[config.mk]
export PLATFORM = sky130hd
export DESIGN_NAME = interrupt_interface_unit
export DESIGN_NICKNAME = d
export VERILOG_FILES = /design/src/rtl/interrupt_interface_unit.sv
export SDC_FILE = /design/constraint.sdc
export NUM_CORES = 1
export LEC_CHECK = 0
export ABC_AREA = 1
export CAP_MARGIN = 20
export CORE_AREA = 2 2 90 92
export DETAILED_ROUTE_END_ITERATION = 10
export DIE_AREA = 0 0 92 94
export PLACE_DENSITY_LB_ADDON = 0.08
export SYNTH_ARGS = -nofsm -noshare
export SYNTH_HDL_FRONTEND = slang
export SYNTH_SLANG_ARGS = --single-unit
export TNS_END_PERCENT = 20
[constraint.sdc]
create_clock -name clk -period 0.9 [get_ports clk]
set_clock_uncertainty 0.15 [all_clocks]
set_input_delay 0.09 -clock clk [delete_from_list [all_inputs] [get_ports clk]]
set_output_delay 0.09 -clock clk [all_outputs]
set_load 0.005 [all_outputs]
[src/rtl/interrupt_interface_unit.sv]
// Machine-mode interrupt front end: latches ext/sw/timer requests, merges them into mip, picks the taken interrupt.
// Optional macro INTIF_REQ_SYNC_EN adds a 2-flop synchronizer on each request input.
module interrupt_interface_unit #(
    parameter int unsigned REG_DATA_WIDTH = 32
) (
    input  logic                      clk,
    input  logic                      rst,
    input  logic                      all_intif_int_ext_req,
    input  logic                      all_intif_int_software_req,
    input  logic                      all_intif_int_timer_req,
    output logic                      intif_all_int_ext_ack,
    output logic                      intif_all_int_software_ack,
    output logic                      intif_all_int_timer_ack,
    input  logic [REG_DATA_WIDTH-1:0] csrf_all_mie_data,
    input  logic [REG_DATA_WIDTH-1:0] csrf_all_mstatus_data,
    input  logic [REG_DATA_WIDTH-1:0] csrf_all_mip_data,
    output logic [REG_DATA_WIDTH-1:0] intif_csrf_mip_data,
    output logic                      intif_commit_has_interrupt,
    output logic [REG_DATA_WIDTH-1:0] intif_commit_mcause_data,
    output logic [REG_DATA_WIDTH-1:0] intif_commit_ack_data,
    input  logic [REG_DATA_WIDTH-1:0] commit_intif_ack_data
);

    localparam int unsigned MEIP    = 11;
    localparam int unsigned MTIP    = 7;
    localparam int unsigned MSIP    = 3;
    localparam int unsigned MIE_BIT = 3;
    localparam int unsigned CAUSE_W = 5;
    localparam logic [REG_DATA_WIDTH-1:0] INT_MASK =
        (REG_DATA_WIDTH'(1) << MEIP) | (REG_DATA_WIDTH'(1) << MTIP) | (REG_DATA_WIDTH'(1) << MSIP);

    // Request vector order: {ext, software, timer}
    logic [2:0] req_raw;
    logic [2:0] req_eff;

    logic pend_e_q, pend_e_d;
    logic pend_s_q, pend_s_d;
    logic pend_t_q, pend_t_d;

    logic [REG_DATA_WIDTH-1:0] mip_out;
    logic [REG_DATA_WIDTH-1:0] active;
    logic [CAUSE_W-1:0]        cause;
    logic                      has_int;
    logic [REG_DATA_WIDTH-1:0] mcause;
    logic [REG_DATA_WIDTH-1:0] ack_onehot;
    logic                      unused_bits;

    assign req_raw = {all_intif_int_ext_req, all_intif_int_software_req, all_intif_int_timer_req};

`ifdef INTIF_REQ_SYNC_EN
    logic [2:0] req_sync1_q, req_sync1_d;
    logic [2:0] req_sync2_q, req_sync2_d;

    always_comb begin
        req_sync1_d = req_raw;
        req_sync2_d = req_sync1_q;
    end

    always_ff @(posedge clk or negedge rst) begin
        if (!rst) begin
            req_sync1_q <= '0;
            req_sync2_q <= '0;
        end else begin
            req_sync1_q <= req_sync1_d;
            req_sync2_q <= req_sync2_d;
        end
    end

    assign req_eff = req_sync2_q;
`else
    assign req_eff = req_raw;
`endif

    // Pending update; a same-cycle request overrides the commit clear
    always_comb begin
        pend_e_d = req_eff[2] | (pend_e_q & ~commit_intif_ack_data[MEIP]);
        pend_s_d = req_eff[1] | (pend_s_q & ~commit_intif_ack_data[MSIP]);
        pend_t_d = req_eff[0] | (pend_t_q & ~commit_intif_ack_data[MTIP]);
    end

    always_ff @(posedge clk or negedge rst) begin
        if (!rst) begin
            pend_e_q <= 1'b0;
            pend_s_q <= 1'b0;
            pend_t_q <= 1'b0;
        end else begin
            pend_e_q <= pend_e_d;
            pend_s_q <= pend_s_d;
            pend_t_q <= pend_t_d;
        end
    end

    // mip merge and taken-interrupt selection (MEI > MSI > MTI)
    always_comb begin
        mip_out       = csrf_all_mip_data;
        mip_out[MEIP] = pend_e_q;
        mip_out[MSIP] = pend_s_q;
        mip_out[MTIP] = pend_t_q;

        active  = mip_out & csrf_all_mie_data & INT_MASK;
        has_int = csrf_all_mstatus_data[MIE_BIT] & (|active);

        cause = '0;
        if (active[MEIP]) begin
            cause = CAUSE_W'(MEIP);
        end else if (active[MSIP]) begin
            cause = CAUSE_W'(MSIP);
        end else if (active[MTIP]) begin
            cause = CAUSE_W'(MTIP);
        end

        mcause     = '0;
        ack_onehot = '0;
        if (has_int) begin
            mcause                     = REG_DATA_WIDTH'(cause);
            mcause[REG_DATA_WIDTH-1]   = 1'b1;
            ack_onehot                 = REG_DATA_WIDTH'(1) << cause;
        end
    end

    assign intif_csrf_mip_data        = mip_out;
    assign intif_commit_has_interrupt = has_int;
    assign intif_commit_mcause_data   = mcause;
    assign intif_commit_ack_data      = ack_onehot;

    assign intif_all_int_ext_ack      = commit_intif_ack_data[MEIP];
    assign intif_all_int_software_ack = commit_intif_ack_data[MSIP];
    assign intif_all_int_timer_ack    = commit_intif_ack_data[MTIP];

    // Only a few bits of mstatus and the commit mask are meaningful here
    assign unused_bits = ^{csrf_all_mstatus_data, commit_intif_ack_data};

endmodule

==> flow_metrics.py <==
metrics = {
    "run_status": {
        "outcome": "finished with violations",
        "violations": "hold timing, setup timing",
    },
    "synth": {
        "yosys.area.top_type": "buf_4",
        "synth-compound-area-share_pct": 2.55,
        "synth_top_family_by_area": "buffers and inverters",
        "synthAdderAreaFrac_pct": 0,
        "synth.area.top_cells": "buf_4 (79%), dfrtp_1 (8.5%), nand2_2 (2.8%), inv_1 (2.5%), o21bai_1 (2.5%)",
        "synth_top_area_share_pct": 78.9,
        "ys_ff_latch": 3,
        "synth_xor_area_share_pct": 0,
        "synthSimpleGateAreaFrac_pct": 7.07,
        "synth_cell_types": 10,
        "avgSynthCellArea_um2": 7.50,
        "syn_inst": 118,
        "ys_warn_count": 0,
        "synthMuxAreaShare_pct": 0,
        "yosysSeqAreaShare_pct": 8.49,
        "synth_area_um2": 885,
    },
    "place": {
        "gp_congestion": 0.637,
        "numPortBuffers": 26,
        "dpl.cell_count": 211,
        "detailed_place_hpwl_um": 1560,
        "placed_cell_area_um2": 803,
    },
    "global_routing": {
        "antenna_found_initial": 0,
        "grt_max_degree": 4,
        "track_usage_pct": 3.32,
        "grt_pass1_vias": 376,
        "grt-ovfl-total": 0,
        "grt_first_pass_wirelength_um": 2090,
    },
    "power_and_ir_drop": {
        "switchingPower_mw": 0.227,
        "pwr-share-comb_pct": 32.5,
        "swShare_pct": 28.6,
        "internal_power_mw": 0.567,
        "leakage_nw": 0.479,
        "clockPowerShare_pct": 48.4,
        "power.density_nw_per_um2": 944,
        "p_seq_share_pct": 19.2,
        "ir_drop_mv": 0.580,
    },
    "setup_path": {
        "worstSetupPathType": "reg2out",
        "end_kind": "primary output",
        "worstPathMaxFanout": 3,
        "required_ns": 0.66,
        "start_kind": "register",
        "arrival_ns": 1.04,
    },
    "detailed_routing": {
        "vias": 470,
        "routed_wl_um": 1670,
        "viasPerCell": 2.16,
        "drc": 0,
        "wl_per_cell_um": 7.66,
        "dr.pass1.iters": 4,
        "postRouteAntennaNets": 0,
        "first_iter_violations": 4,
    },
    "hold_path": {
        "hold_class": "in2async",
    },
    "clock_network": {
        "clkSinkCount": 3,
        "ctsRootBufferMaster": "clkbuf_8",
        "cts-buffers-inserted": 3,
        "path_clk_slew_ns": 0.03,
        "cts_buffer_depth": 2,
        "tritoncts": "yes",
        "clkLatencyLatePin_ns": 0.21,
        "h-tree-depth": 1,
    },
    "die": {
        "num_rows": 32,
        "start_util_pct": 11.6,
        "io_pins": 233,
        "die_h_um": 94,
        "die_area_um2": 8650,
        "core_um2": 7610,
        "die_x_um": 92,
    },
    "cells_and_area": {
        "area_growth_pct": -4.95,
        "layout-drive-gt1-share_pct": 31.0,
        "diodes": 0,
        "fillers": 925,
        "design_area_um2": 841,
        "final_nets": 250,
        "fin_cells": 218,
    },
    "sta": {
        "fmax_ghz": 0.779,
        "rsz0062_at_grt": "yes",
        "setup_viol": 13,
        "hold_slack_ns": -0.0786,
        "worst_slack_ns": -0.384,
        "finalHoldViolCount": 3,
        "fin_crit_ns": 1.28,
        "fin_setup_tns_ns": -3.80,
        "timing.final.crit_share_pct": 143,
        "drv_slew": 0,
    },
    "run": {
        "drv_cap": 0,
    },
}
critical path, cell delays in order, from the launching register on:
cell     delay (ns)
dfrtp_1        0.40
nand2_1        0.09
nand3_2        0.09
nand2_4        0.10
inv_2          0.04
buf_2          0.12
per-stage QoR:
step	hold slack, ns	setup WS (ns)	power (mW)	utilization (%)
global placement	0.0300	-0.757	0.419	10.6
finish	-0.0786	-0.384	0.794	11.1
detailed placement	0.0300	-0.760	0.415	10.6
floorplan	-0.356	-0.106	0.572	-
CTS	-0.0779	-0.417	0.798	10.9
global route	-0.0709	-0.458	0.856	11.1
cells by family after synthesis:
logic type / after synthesis
AND/OR/NAND/NOR: 12
AO/OA/AOI/OAI: 3
flip-flops: 3
other: 1
buffers and inverters: 99
layout make-up:
class / instances / area, um2 / area share, %
clock buffers: 4 / 45.0 / 5.36
inverters: 6 / 22.5 / 2.68
multi-input cells: 71 / 313 / 37.2
flip-flops and latches: 3 / 75.1 / 8.93
well taps: 102 / 128 / 15.2
repair buffers: 32 / 258 / 30.7
final timing paths:
kind                                        from                         end  slack, ns  cells past startpoint
max                                     pend_t_q  intif_commit_has_interrupt      -0.38                      5
min                                          rst                    pend_t_q      -0.08                      1
max reg2reg                             pend_s_q                    pend_s_q      -0.07                      4
min reg2reg                             pend_e_q                    pend_e_q       0.48                      3
max in group asynchronous                    rst                    pend_e_q       0.52                      1
min in group clk           csrf_all_mip_data[12]     intif_csrf_mip_data[12]       0.03                      0
registers in the layout, summed over array words and instances (netlist names):
register	cells
pend_t_q	1
pend_s_q	1
pend_e_q	1
Yosys cell counts:
cell and count:
buf_4 93, inv_1 6, nor2_1 5, nand2_2 4, dfrtp_1 3, o21bai_1 3
conb_1 1, nand2_1 1, nand3_1 1, nand3_2 1
cell usage in the layout (no fill, tap or decap):
master and n:
buf_2 12, buf_4 3, buf_6 6, clkbuf_1 1, clkbuf_8 3, clkdlybuf4s50_1 6, conb_1 56, dfrtp_1 3
dlygate4sd2_1 4, dlymetal6s2s_1 1, inv_1 3, inv_2 3, nand2_1 1, nand2_2 3, nand2_4 1, nand3_2 2
nor2_1 2, nor2_2 3, o21bai_1 3
timing repair:
action	4_1_cts	5_1_grt
setup endpoints to repair	15	15
pin swaps	5	4
setup buffers	3	0
gates resized for setup	72	5
hold endpoints to repair	3	3
metal layers:
layer | up-vias | routed length (um) | global-route usage [%]
met1 | 186 | 376 | 2.03
met4 | 0 | 19 | 2.24
met2 | 81 | 654 | 4.72
met5 | - | 0 | 0
li1 | 199 | - | -
met3 | 4 | 619 | 4.74
power by group through the flow:
stage / registers, mW / logic (mW) / clock network, mW
floorplan: 0.154 / 0.419 / 0
global placement: 0.153 / 0.266 / 0
detailed placement: 0.153 / 0.262 / 0
CTS: 0.152 / 0.251 / 0.395
global route: 0.154 / 0.294 / 0.408
finish: 0.152 / 0.258 / 0.384
(Power assumes the default switching activity.)
